File: config.mk
export PLATFORM = sky130hd
export DESIGN_NAME = wash_sched
export DESIGN_NICKNAME = d
export VERILOG_FILES = /design/src/rtl/wash_sched.sv
export SDC_FILE = /design/constraint.sdc
export NUM_CORES = 1
export LEC_CHECK = 0
export ABC_AREA = 1
export CAP_MARGIN = 40
export CORE_MARGIN = 3
export CORE_UTILIZATION = 40
export CTS_CLUSTER_DIAMETER = 40
export CTS_CLUSTER_SIZE = 8
export DETAILED_ROUTE_END_ITERATION = 8
export SLEW_MARGIN = 5
export SYNTH_ARGS = -nofsm -noshare
export SYNTH_HDL_FRONTEND = slang
export SYNTH_SLANG_ARGS = --single-unit
File: constraint.sdc
create_clock -name clk -period 5.8 [get_ports clk]
set_input_delay 0.87 -clock clk [delete_from_list [all_inputs] [get_ports clk]]
set_output_delay 0.87 -clock clk [all_outputs]
set_load 0.03 [all_outputs]
File: src/rtl/wash_sched.sv
// wash_sched: laundromat wash-program scheduler with BCD pricing.
//
// A job runs WASH -> RINSE -> SPIN (or SPIN only for the dry program) and
// counts down on 1-second ticks. It then waits in DONE for the door to be
// opened. Once the grace period has run out, every further second adds a
// fine to the job's charge. Opening the door moves the charge into profit.
// All money and time values are 3-digit BCD and saturate at 999.
//
// Ports:
//   clk, rst            clock, asynchronous active-low reset
//   on_i                enable; low freezes every register
//   tick_i              one-cycle 1-second strobe
//   start_i, sel_i      start request and program select (0 dry .. 3 big)
//   pickup_i            door-open pulse that ends a finished job
//   *_price_i           BCD price per program
//   setfine_i           BCD fine per overdue second
//   phase_o             0 IDLE, 1 WASH, 2 RINSE, 3 SPIN, 4 DONE
//   remain_o            BCD seconds left in the program
//   charge_o            BCD amount owed for the current job
//   profit_o            BCD total collected since reset
//   runtime_o           BCD total seconds spent washing since reset
//   busy_o              any phase other than IDLE
//   alarm_o             DONE with the grace period expired
//
// state | meaning
// IDLE  | no job, waiting for start
// WASH  | wash phase counting down
// RINSE | rinse phase counting down
// SPIN  | spin phase counting down (dry program starts here)
// DONE  | finished, waiting for pickup; fines after grace period
module wash_sched #(
    parameter int WASH_T  = 8,
    parameter int RINSE_T = 5,
    parameter int SPIN_T  = 4,
    parameter int GRACE_T = 10
) (
    input  logic        clk,
    input  logic        rst,
    input  logic        on_i,
    input  logic        tick_i,
    input  logic        start_i,
    input  logic [1:0]  sel_i,
    input  logic        pickup_i,
    input  logic [11:0] dy_price_i,
    input  logic [11:0] s_price_i,
    input  logic [11:0] m_price_i,
    input  logic [11:0] b_price_i,
    input  logic [11:0] setfine_i,
    output logic [2:0]  phase_o,
    output logic [11:0] remain_o,
    output logic [11:0] charge_o,
    output logic [11:0] profit_o,
    output logic [11:0] runtime_o,
    output logic        busy_o,
    output logic        alarm_o
);

    typedef enum logic [2:0] {
        S_IDLE  = 3'd0,
        S_WASH  = 3'd1,
        S_RINSE = 3'd2,
        S_SPIN  = 3'd3,
        S_DONE  = 3'd4
    } state_t;

    function automatic logic [11:0] to_bcd(input int v);
        logic [11:0] r;
        r[11:8] = 4'((v / 100) % 10);
        r[7:4]  = 4'((v / 10) % 10);
        r[3:0]  = 4'(v % 10);
        return r;
    endfunction

    // Digit-wise BCD add; any carry out of the hundreds digit clamps to 999.
    function automatic logic [11:0] bcd_add_sat(input logic [11:0] a, input logic [11:0] b);
        logic [4:0]  s;
        logic        c;
        logic [11:0] r;
        c = 1'b0;
        r = '0;
        for (int i = 0; i < 3; i++) begin
            s = {1'b0, a[4*i +: 4]} + {1'b0, b[4*i +: 4]} + {4'd0, c};
            if (s > 5'd9) begin
                s = s + 5'd6;
                c = 1'b1;
            end else begin
                c = 1'b0;
            end
            r[4*i +: 4] = s[3:0];
        end
        if (c) r = 12'h999;
        return r;
    endfunction

    // BCD decrement with per-digit borrow; holds at 000.
    function automatic logic [11:0] bcd_dec(input logic [11:0] a);
        logic [11:0] r;
        logic        b;
        r = a;
        b = (a != 12'h000);
        for (int i = 0; i < 3; i++) begin
            if (b) begin
                if (r[4*i +: 4] == 4'd0) begin
                    r[4*i +: 4] = 4'd9;
                end else begin
                    r[4*i +: 4] = r[4*i +: 4] - 4'd1;
                    b = 1'b0;
                end
            end
        end
        return r;
    endfunction

    localparam logic [11:0] SPIN_BCD  = to_bcd(SPIN_T);
    localparam logic [11:0] TOTAL_BCD = to_bcd(WASH_T + RINSE_T + SPIN_T);
    localparam logic [6:0]  WASH_C    = 7'(WASH_T);
    localparam logic [6:0]  RINSE_C   = 7'(RINSE_T);
    localparam logic [6:0]  SPIN_C    = 7'(SPIN_T);
    localparam logic [15:0] GRACE_C   = 16'(GRACE_T);

    state_t      state_q, state_d;
    logic [11:0] remain_q, remain_d;
    logic [11:0] charge_q, charge_d;
    logic [11:0] profit_q, profit_d;
    logic [11:0] runtime_q, runtime_d;
    logic        busy_q, busy_d;
    logic        alarm_q, alarm_d;
    logic [6:0]  pcnt_q, pcnt_d;
    logic [15:0] over_q, over_d;

    always_ff @(posedge clk or negedge rst) begin
        if (!rst) begin
            state_q   <= S_IDLE;
            remain_q  <= '0;
            charge_q  <= '0;
            profit_q  <= '0;
            runtime_q <= '0;
            busy_q    <= 1'b0;
            alarm_q   <= 1'b0;
            pcnt_q    <= '0;
            over_q    <= '0;
        end else begin
            state_q   <= state_d;
            remain_q  <= remain_d;
            charge_q  <= charge_d;
            profit_q  <= profit_d;
            runtime_q <= runtime_d;
            busy_q    <= busy_d;
            alarm_q   <= alarm_d;
            pcnt_q    <= pcnt_d;
            over_q    <= over_d;
        end
    end

    always_comb begin
        state_d   = state_q;
        remain_d  = remain_q;
        charge_d  = charge_q;
        profit_d  = profit_q;
        runtime_d = runtime_q;
        alarm_d   = alarm_q;
        pcnt_d    = pcnt_q;
        over_d    = over_q;

        if (on_i) begin
            case (state_q)
                S_IDLE: begin
                    if (start_i) begin
                        case (sel_i)
                            2'd0:    charge_d = dy_price_i;
                            2'd1:    charge_d = s_price_i;
                            2'd2:    charge_d = m_price_i;
                            default: charge_d = b_price_i;
                        endcase
                        if (sel_i == 2'd0) begin
                            state_d  = S_SPIN;
                            remain_d = SPIN_BCD;
                            pcnt_d   = SPIN_C;
                        end else begin
                            state_d  = S_WASH;
                            remain_d = TOTAL_BCD;
                            pcnt_d   = WASH_C;
                        end
                    end
                end
                S_WASH, S_RINSE, S_SPIN: begin
                    if (tick_i) begin
                        remain_d  = bcd_dec(remain_q);
                        runtime_d = bcd_add_sat(runtime_q, 12'h001);
                        pcnt_d    = pcnt_q - 7'd1;
                        // Counter is on its last second: leave the phase on this tick.
                        if (pcnt_q <= 7'd1) begin
                            if (state_q == S_WASH) begin
                                state_d = S_RINSE;
                                pcnt_d  = RINSE_C;
                            end else if (state_q == S_RINSE) begin
                                state_d = S_SPIN;
                                pcnt_d  = SPIN_C;
                            end else begin
                                state_d  = S_DONE;
                                remain_d = 12'h000;
                                pcnt_d   = '0;
                                over_d   = '0;
                                alarm_d  = (GRACE_C == 16'd0);
                            end
                        end
                    end
                end
                S_DONE: begin
                    if (pickup_i) begin
                        profit_d = bcd_add_sat(profit_q, charge_q);
                        charge_d = 12'h000;
                        alarm_d  = 1'b0;
                        state_d  = S_IDLE;
                    end else if (tick_i) begin
                        // Fines start on the tick after the alarm rises.
                        if (alarm_q) charge_d = bcd_add_sat(charge_q, setfine_i);
                        if (over_q < GRACE_C) begin
                            over_d = over_q + 16'd1;
                            if (over_q + 16'd1 >= GRACE_C) alarm_d = 1'b1;
                        end
                    end
                end
                default: state_d = S_IDLE;
            endcase
        end

        busy_d = (state_d != S_IDLE);
    end

    assign phase_o   = state_q;
    assign remain_o  = remain_q;
    assign charge_o  = charge_q;
    assign profit_o  = profit_q;
    assign runtime_o = runtime_q;
    assign busy_o    = busy_q;
    assign alarm_o   = alarm_q;

endmodule
==> results of run 1 <==
## cell type report
| class | instances | area (µm²) |
|---|---|---|
| clock inverters | 6 | 135 |
| multi-input cells | 610 | 3550 |
| flip-flops and latches | 76 | 1900 |
| inverters | 134 | 510 |
| well taps | 184 | 230 |
| fillers | 1418 | 6750 |
| repair buffers | 127 | 1280 |
| clock buffers | 10 | 239 |
## cells in the final DEF, fill, tap and decap left out, drive strengths merged, types with 11 or more instances in the layout
master / n
a21oi: 24
a22oi: 17
a31oi: 11
clkdlybuf4s50: 119
dfrtp: 76
ha: 41
inv: 134
nand2: 235
nand3: 64
nor2: 72
o21ai: 55
xor2: 21
## cell families after synthesis
kind of cell	Yosys count	share of synthesized area, %
AND/OR/NAND/NOR	403	30.0
adder cells (fa/ha/maj)	51	11.9
AO/OA/AOI/OAI	130	13.1
XOR/XNOR	25	3.66
buffers and inverters	146	9.51
flip-flops	76	31.8
## power breakdown
group	internal, W	leakage [nW]	switching [W]	total, W
clock network	0.000475	0.175	0.000227	0.000703
logic	0.00119	2.81	0.00181	0.00301
registers	0.000702	0.950	0.000197	0.000899
## metrics by stage
step                      instance area [µm²]  total power [W]  cells
after global routing                     7840          0.00510   1147
final                                    7840          0.00461   1147
after CTS                                7780          0.00453   1143
after global placement                   7360          0.00379   1125
after floorplan                          5980          0.00299    831
after detailed placement                 7400          0.00379   1127
## registers in the layout, indices dropped and copies added, names as in the netlist
signal	cells
charge_o	12
remain_o	12
over_q	16
runtime_o	12
alarm_o	1
busy_o	1
phase_o	3
pcnt_q	7
profit_o	12
## timing repair
action | in CTS | in global routing
resized for setup | 0 | 8
hold buffers | 0 | 0
buffers inserted | 0 | 3
endpoints found under the setup margin | 0 | 11
## worst max path at each step
stage,from,to,depth (start not counted),slack [ns]
2_1_floorplan,charge_o[0]$_DFFE_PN0P_,profit_o[1]$_DFFE_PN0P_,32,0.43
3_3_place_gp,setfine_i[0],charge_o[6]$_DFFE_PN0P_,25,0.24
3_5_place_dp,setfine_i[0],charge_o[9]$_DFFE_PN0P_,25,0.09
4_1_cts,charge_o[0]$_DFFE_PN0P_,profit_o[1]$_DFFE_PN0P_,32,0.22
5_1_grt,charge_o[0]$_DFFE_PN0P_,profit_o[1]$_DFFE_PN0P_,32,0.002
6_report,setfine_i[0],charge_o[9]$_DFFE_PN0P_,24,0.44
## routing by layer
metal	GRT usage (%)	wire length [µm]	vias to the layer above
met5	0	0	-
met4	4.49	150	0
met3	4.92	729	10
met2	31.7	7410	87
met1	27.3	7590	2588
li1	-	-	2955
==> results.json, run 1 <==
{
  "status": "complete, no violations",
  "antenna_found_initial": 0,
  "cts-root-buf": "clkbuf_16",
  "antennaDiodeCount": 0,
  "hold_viol": 0,
  "ys_warn_count": 0,
  "setup_viol": 0,
  "grt_max_degree": 45,
  "holdWs_ns": 0.472,
  "vias": 5640,
  "cts_buffers": 9,
  "clkTransAtPathRegs_ns": 0.06,
  "cp-start-kind": "input pin",
  "achievable-frequency_mhz": 186,
  "r2r-end": "profit_o[3]$_DFFE_PN0P_",
  "grt_usage_pct": 19.9,
  "path_max_fanout": 6,
  "netlist_instances": 831,
  "pin_count": 121,
  "ff2ff_path_depth": 31,
  "grt.overflow.total": 0,
  "gp_congestion": 0.846,
  "start_util_pct": 41.0,
  "period_needed_ns": 5.36,
  "netlist.area_leader.share_pct": 31.8,
  "power.leakage_nw": 3.94,
  "tightestPinTransition_ns": 0.642,
  "finalSetupTns_ns": 0,
  "hpwl_um": 12400,
  "synth_edf_count": 0,
  "yosysMostFrequentCell": "nand2_1",
  "yosysSeqAreaShare_pct": 31.8,
  "reg2reg_from": "charge_o[0]$_DFFE_PN0P_",
  "clk_latency_ns": 0.34,
  "powerDensity_mw_per_mm2": 588,
  "nets": 1077,
  "drc": 0,
  "synth_area_mm2": 0.00598,
  "core.rowCount": 44,
  "synth_top_flop_cell": "dfrtp_1",
  "finClkSkew_ns": 0.00683,
  "min_period_over_period_pct": 92.5,
  "fp.coreArea_mm2": 0.0146,
  "ir_worst_vdd_mv": 0.307,
  "htreeDepth": 3,
  "port_buffers": 120,
  "maxSlewHeadroom_pct": 57.1,
  "area_growth_pct": 31.2,
  "cp_slowest_cell": "clkdlybuf4s50_1",
  "final_antenna_net_count": 0,
  "hold_class": "in2async",
  "synthArstFlopShare_pct": 100,
  "final_core_util_pct": 53.7,
  "path_buf_inv": 6,
  "arrival_ns": 5.61,
  "dieHeight_um": 128,
  "drtIter0Drc": 365,
  "regToRegSetupSlack_ns": 0.48,
  "crit_path_end_kind": "register",
  "synth_area_leader_cell": "dfrtp_1",
  "drive_above_1_share_pct": 7.06,
  "cts_max_path_buffers": 2,
  "yosysUniqueCellTypes": 47,
  "finalMaxSlewViolations": 0,
  "clock_sinks": 76,
  "wl_per_cell_um": 13.8,
  "worst-setup-path-type": "in2reg",
  "synth.net_count": 950,
  "die_w_um": 128,
  "cp_top_family": "adder cells",
  "cts_tree": "built",
  "dr.pass1.iters": 5,
  "crit_chain": "clkdlybuf4s50_1, ha_1, inv_1, fa_1, xor2_1, nand2_1, nand3_1, nand2_1, inv_1, fa_1, inv_1, fa_1, xor2_1, o211ai_1, nand2_1, inv_1, fa_1, inv_1, fa_1, nor2_1, nand2_1, a21oi_2, nand2_1, a22oi_1",
  "place_ws_ns": 0.0926,
  "totalWireLength_um": 15900,
  "max_cap_viol_count": 0,
  "dieArea_mm2": 0.0164,
  "synth_area_leaders": "dfrtp_1, nand2_1, ha_1",
  "synthTopCellsByCount": "nand2_1, inv_1, dfrtp_1",
  "grt_pass1_vias": 5336,
  "synth_seq_cells": 76,
  "setup_ws_ns": 0.437,
  "rsz0062_at_grt": "false",
  "slowest_delay_ns": 0.46,
  "synth.avg_cell_area_um2": 7.19,
  "via_per_inst": 4.92,
  "grt_pass1_wl_um": 26200,
  "cp_data_required_time_ns": 6.05
}
(Power assumes the default switching activity.)
==> run 2, diff against run 1 <==
--- a/config.mk
+++ b/config.mk
@@ -8,7 +8,7 @@
 export ABC_AREA = 1
 export CAP_MARGIN = 40
 export CORE_MARGIN = 3
-export CORE_UTILIZATION = 40
+export CORE_UTILIZATION = 36
 export CTS_CLUSTER_DIAMETER = 40
 export CTS_CLUSTER_SIZE = 8
 export DETAILED_ROUTE_END_ITERATION = 8
==> run 2 against run 1 <==
Effect of this change: clock skew is 0.0054 ns higher; via count rose by 0.46%; register-to-register slack is essentially flat; fmax rose by 0.80%; combinational power increased by 1%; clock power fell by 13%; critical path type is now reg2reg.
==> results.json, run 2 (synthesis gave the netlist of run 1 again) <==
{
  "finClkSkew_ns": 0.0123,
  "p_sw_share_pct": 50.0,
  "hold_class": "in2async",
  "reg2reg_from": "charge_o[0]$_DFFE_PN0P_",
  "clock_sinks": 76,
  "status": "complete, no violations",
  "grt.overflow.total": 0,
  "largest_reg_flops": 16,
  "cp_common_cell": "inv_1",
  "worst-setup-path-type": "reg2reg",
  "achievable-frequency_mhz": 188,
  "power.total_w": 0.00456,
  "powerDensity_mw_per_mm2": 581,
  "combPwrFrac_pct": 66.9,
  "wl_per_cell_um": 13.8,
  "vias": 5666,
  "cp-start-kind": "register",
  "fp.coreArea_mm2": 0.0161,
  "cts_buffers": 9,
  "stdcell_count": 1180,
  "p_sw_w": 0.00228,
  "setup_ws_ns": 0.480,
  "p_clk_share_pct": 13.5,
  "gp_congestion": 0.852,
  "cts-root-buf": "clkbuf_16",
  "dieArea_mm2": 0.0182,
  "regMostFlops": "over_q",
  "placedCellCount": 1161,
  "dr.pass1.iters": 4,
  "die_w_um": 135,
  "maxSlewHeadroom_pct": 57.8,
  "area_growth_pct": 31.4,
  "cp_data_required_time_ns": 6.02,
  "drc": 0,
  "max_cap_viol_count": 0,
  "antenna_found_initial": 1,
  "drtIter0Drc": 281,
  "final_antenna_net_count": 0,
  "start_util_pct": 37.2,
  "path_max_fanout": 4,
  "cts_tree": "built",
  "port_buffers": 120,
  "setup_viol": 0,
  "cp_slowest_cell": "fa_2",
  "tightestPinTransition_ns": 0.626,
  "clk_latency_ns": 0.34,
  "p_int_w": 0.00228,
  "grt_pass1_wl_um": 27400,
  "arrival_ns": 5.54,
  "power.leakage_nw": 3.92,
  "final_cell_mix": "nand2_1, inv_1, clkdlybuf4s50_1",
  "final_core_util_pct": 48.9,
  "grt_max_degree": 58,
  "htreeDepth": 3,
  "nets": 1078,
  "n_fill_cell": 1606,
  "period_needed_ns": 5.32,
  "p_seq_share_pct": 19.6,
  "layout_commonest_cell": "nand2_1",
  "ctsHoldBuffers": 0,
  "drive_above_1_share_pct": 7.05,
  "hpwl_um": 12800,
  "totalWireLength_um": 16300,
  "antennaDiodeCount": 0,
  "min_period_over_period_pct": 91.7,
  "finalMaxSlewViolations": 0,
  "via_per_inst": 4.80,
  "slowest_delay_ns": 0.42,
  "crit_path_end_kind": "register",
  "cts_max_path_buffers": 2,
  "finalSetupTns_ns": 0,
  "crit_start": "charge_o[0]$_DFFE_PN0P_",
  "clkTransAtPathRegs_ns": 0.07,
  "grt_usage_pct": 18.7,
  "grt_pass1_vias": 5549,
  "core.rowCount": 46,
  "dieHeight_um": 135,
  "ir_worst_vdd_mv": 0.304,
  "pin_count": 121,
  "regToRegSetupSlack_ns": 0.48,
  "hold_viol": 0,
  "place_ws_ns": 0.0542
}
run 2: layout make-up:
| cell class | count | area (µm²) | share of cell area [%] |
|---|---|---|---|
| flip-flops and latches | 76 | 1900 | 24.2 |
| well taps | 216 | 270 | 3.44 |
| multi-input cells | 610 | 3560 | 45.4 |
| clock buffers | 9 | 225 | 2.87 |
| inverters | 134 | 510 | 6.50 |
| repair buffers | 128 | 1290 | 16.4 |
| clock inverters | 7 | 97.6 | 1.24 |
run 2: repair_timing:
action / CTS / global route
endpoints found under the setup margin: 0 / 16
gates resized for setup: 0 / 10
buffers inserted: 0 / 2
run 2: path summary, 6_finish.rpt:
kind / endpoint / depth (start not counted)
worst max-delay path: profit_o[10]$_DFFE_PN0P_ / 32
worst min-delay path: charge_o[1]$_DFFE_PN0P_ / 1
worst max register to register: profit_o[10]$_DFFE_PN0P_ / 32
worst min register to register: pcnt_q[1]$_DFFE_PN0P_ / 2
max in group asynchronous: remain_o[6]$_DFFE_PN0P_ / 2
min in group clk: pcnt_q[1]$_DFFE_PN0P_ / 2
run 2: worst max-delay path: cells and delay by family, from the launching register on:
family                     cells  cell delay, ns
adders and majority gates      8            2.38
and+or+nand+nor               11            1.10
AOI/OAI and AO/OA              5            0.61
buffers and inverters          7            0.49
DFF                            1            0.41
xor gates and xnor gates       1            0.21
run 2: metrics by stage:
step                hold slack (ns)  instance area (µm²)
floorplan                     0.452                 5980
global placement              0.471                 7410
detailed placement            0.475                 7460
CTS                           0.420                 7780
global route                  0.428                 7850
finish                        0.416                 7850
run 2: power groups by stage:
stage	clock, W	sequential, W	combinational [W]
CTS	0.000635	0.000897	0.00295
global route	0.000656	0.000925	0.00350
global placement	0	0.000907	0.00290
finish	0.000615	0.000894	0.00305
detailed placement	0	0.000902	0.00292
floorplan	0	0.00113	0.00186
run 2: routing by layer:
layer	part of all wire (%)	GRT usage [%]	vias to the layer above
li1	-	-	2952
met1	47	24.8	2582
met2	47	30.0	101
met3	4.5	4.66	29
met4	2.2	6.39	2
met5	0.049	0	-
==> RTL edit 1 (flow settings as in run 1) <==
Add an input register stage for `b_price_i`, with the module's reset; this delays it by one clock. The other inputs are not delayed to match.
--- a/src/rtl/wash_sched.sv
+++ b/src/rtl/wash_sched.sv
@@ -63,6 +63,16 @@
         S_DONE  = 3'd4
     } state_t;
 
+    logic [11:0] b_price_q;
+
+    always_ff @(posedge clk or negedge rst) begin
+        if (!rst) begin
+            b_price_q <= '0;
+        end else begin
+            b_price_q <= b_price_i;
+        end
+    end
+
     function automatic logic [11:0] to_bcd(input int v);
         logic [11:0] r;
         r[11:8] = 4'((v / 100) % 10);
@@ -170,7 +180,7 @@
                             2'd0:    charge_d = dy_price_i;
                             2'd1:    charge_d = s_price_i;
                             2'd2:    charge_d = m_price_i;
-                            default: charge_d = b_price_i;
+                            default: charge_d = b_price_q;
                         endcase
                         if (sel_i == 2'd0) begin
                             state_d  = S_SPIN;
Check against the original RTL: not equivalent (a bounded check fails within 4 cycles, from zero or initial values and one cycle with rst low).
==> RTL edit 1 against run 1 <==
Global-route usage down 0.73 points. Power down 3.7%. Area after synthesis up 4.2%. Sequential cell count up 12. Design area up 1.6%. Routed wire length about the same. Worst setup slack worse by 0.081 ns.
==> RTL edit 1: results (changes against run 1) <==
The combinational cell power is 2920 µW (-3%). The tools report the share of the yosys chip area belonging to registers as 0.3536 (+0.03530). The routed length per instance is 13.74 µm (-0.74%). The net count reported at finish was 1,087 (+0.93%); the total area of sequential cells was 2202 µm² (+16%).

The total length of routed wires is 15,880 µm (about the same). The switching portion of total power was 0.4935 (+0.007910). Worst setup slack before clock tree synthesis: 0.005630 ns (-0.08700 ns). Met3 track utilization from global routing: 0.03699 (-0.01217). The tools report the worst voltage drop across the vdd grid as 0.2951 mV (-3.8%). The worst clock skew was 0.01091 ns (+0.004081 ns). The logs give 12,290 µm (-0.67%) for the detailed-placement wirelength estimate and 50 (+11%) for the largest net degree at the start of global routing. The capture point of the worst path was charge_o[1]. The met2 track demand over resource is 0.3188 (+0.001630), and the leakage power total is 0.003863 µW (-1.9%). In the post-synthesis netlist, the biggest area contributors are sky130_fd_sc_hd__dfrtp_1 35%, sky130_fd_sc_hd__nand2_1 13%, sky130_fd_sc_hd__ha_1 8.2%.

For the global placement routability congestion, the log shows 0.8691 (+2.7%). The multi-input combinational area share came out at 0.4414 (-0.01085). The flow ran to the end, and the final reports show no timing, DRC or antenna violations. The tools report the filler cell count as 1,437 (+1.3%). Clock-cell share of area: 0.03203 (-0.01568).

For the power drawn by the clock network, the log shows 535 µW (-24%). The area growth from synthesis to layout is 27.94%. In this run the critical register-to-register path is captured at profit_o[7]. The tools report the worst slew margin relative to its limit as 0.5481 (-0.02241).

The average vias per placed instance is 4.879 (-0.78%), and the worst hold margin is 0.4886 ns (+0.01648 ns).
[RTL edit 1: cell count changes in the layout (fill, tap and decap cells not counted), sizes merged, moves of 3 or more]
cell    delta
nor2      +21
dfrtp     +12
clkinv     +3
a211oi     +3
o21ai      -3
xnor2      +4
bufinv     -4
nor3       -4
nand2     -14
a22o       -4
a22oi      -9
a21oi     +14
nand3      -6
xor2       -4
[RTL edit 1: routing by layer]
metal | wire length, µm | part of all wire | vias to the layer above
li1 | - | - | 2962
met3 | 587 | 0.037 | 12
met5 | 0 | 0 | -
met1 | 7589 | 0.48 | 2571
met4 | 201 | 0.013 | 0
met2 | 7505 | 0.47 | 95
[RTL edit 1: repair_timing]
action	CTS	global route
resized for setup	0	4
setup endpoints to repair	0	17
hold buffers	0	0
[RTL edit 1: logic make-up after synthesis]
family	Yosys count	share of synthesized area
flops	88	0.3536
compound gates	131	0.1260
buf+inv	142	0.08779
simple gates	399	0.2830
fa+ha+maj	51	0.1145
xor+xnor	25	0.03515
==> RTL edit 2 (config.mk and constraints of run 1) <==
Without the edit above. The parameter `GRACE_T` goes from 10 to 5.
--- a/src/rtl/wash_sched.sv
+++ b/src/rtl/wash_sched.sv
@@ -32,7 +32,7 @@
     parameter int WASH_T  = 8,
     parameter int RINSE_T = 5,
     parameter int SPIN_T  = 4,
-    parameter int GRACE_T = 10
+    parameter int GRACE_T = 5
 ) (
     input  logic        clk,
     input  logic        rst,
Formal check against the unedited RTL: same outputs for any inputs over 4 cycles, from zero or initial values and one cycle with rst low; that may be too few to reach the edited logic, so the function may still have changed.
==> RTL edit 2 against run 1 <==
Sequential cell count stayed put. Worst setup slack better by 0.010 ns. Power is 6.9% lower. Critical path depth increased by 4. Design area fell by 0.73%. Non-clock buffer count decreased by 1. Routed wire length rose by 2.9%. Area after synthesis up 1.0%. Largest power group unchanged. Clock power fell by 20%. Global-route usage up 0.56 points. Sequential power shrank 3.3%.
==> RTL edit 2: results (changes against run 1) <==
The run finished with clean final reports. Total length of routed wires: 16,340 µm (+2.9%). For the worst voltage drop across the vdd grid, the log shows 0.2713 mV (-12%). The transition time at the pin with the least slew margin was 0.7628 ns (+0.1209 ns); the layout cell share with drive strength beyond 1 was 0.07781 (+0.007200). Met3 track utilization from global routing: 0.04691 (-0.002259). The leakage power total is 0.003849 µW (-2.3%), and the area share of fa/ha/maj cells after synthesis is 0.1181 (-0.001212). Net count after synthesis: 940 (-1.1%).

Counting instances in the post-synthesis netlist gives the leading cell types as 219 x sky130_fd_sc_hd__nand2_1, 133 x sky130_fd_sc_hd__inv_1, 76 x sky130_fd_sc_hd__dfrtp_1, 56 x sky130_fd_sc_hd__nor2_1, 55 x sky130_fd_sc_hd__nand3_1. The number of global-route vias before repair came out at 5,384 (+0.90%). The worst setup slack before clock tree synthesis is 0.07110 ns (-0.02153 ns).

The routed length per instance was 14.39 µm (+4.0%); the share of the yosys chip area belonging to registers was 0.3150 (-0.003232). Average vias per placed instance: 4.946 (+0.59%). The run gives 0.2043 (+0.005592) as the total routing resource utilization after global routing.

The detailed-placement wirelength estimate came out at 12,580 µm (+1.7%). The tools report the worst clock skew as 0.007176 ns (+0.0003504 ns). The met2 track demand over resource was 0.3314 (+0.01421); the switching portion of total power was 0.4927 (+0.007024).

By area the synthesized netlist is led by sky130_fd_sc_hd__dfrtp_1 32%, sky130_fd_sc_hd__nand2_1 14%, sky130_fd_sc_hd__ha_1 8.5%. The synthesized-area fraction occupied by xor and xnor cells is 0.03917 (+0.002529), and the global-route wire length before repair is 27,080 µm (+3.3%). The met1 routing resource usage after global routing was 0.2780 (+0.005119); the number of iterations in the first detailed-routing pass was 4 (-1). The violation count after the first detailed-routing iteration was 267 (-27%).
[RTL edit 2: cell count changes after synthesis, moves of 3 or more]
cell,run 1,this run
sky130_fd_sc_hd__a22oi_2,0,7
sky130_fd_sc_hd__nor2_1,63,56
sky130_fd_sc_hd__nand3_1,63,55
sky130_fd_sc_hd__a22oi_1,17,9
sky130_fd_sc_hd__buf_6,0,3
sky130_fd_sc_hd__nand2_1,229,219
sky130_fd_sc_hd__inv_1,128,133
sky130_fd_sc_hd__o211ai_1,2,5
[RTL edit 2: area by class of cell]
| type | count | area, µm² |
|---|---|---|
| clock inverters | 4 | 51.30 |
| clock buffers | 11 | 232.7 |
| inverters | 142 | 543.0 |
| multi-input cells | 592 | 3561 |
| flip-flops and latches | 76 | 1902 |
| well taps | 184 | 230.2 |
| repair buffers | 126 | 1264 |
| fillers | 1401 | 6860 |
[RTL edit 2: per-stage QoR]
stage	instance area [µm²]	util
after floorplan	6037	-
after global placement	7420	0.5067
after detailed placement	7455	0.5091
after CTS	7739	0.5285
after global routing	7784	0.5315
final	7784	0.5315
[RTL edit 2: worst paths after layout]
path                         startpoint  cells after the start  slack [ns]          end
setup / recovery           setfine_i[0]                     28        0.45  charge_o[6]
hold / removal                      rst                      1        0.48  profit_o[2]
setup reg to reg            charge_o[0]                     32        0.50  profit_o[1]
hold reg to reg               pcnt_q[1]                      2        0.49    pcnt_q[1]
max in group asynchronous           rst                      2        4.71    over_q[3]
min in group clk              pcnt_q[1]                      2        0.49    pcnt_q[1]
[RTL edit 2: metal layers]
layer | routed length (µm) | part of all wire
met1 | 7759 | 0.47
met2 | 7521 | 0.46
met3 | 834 | 0.051
met4 | 220 | 0.013
met5 | 0 | 0
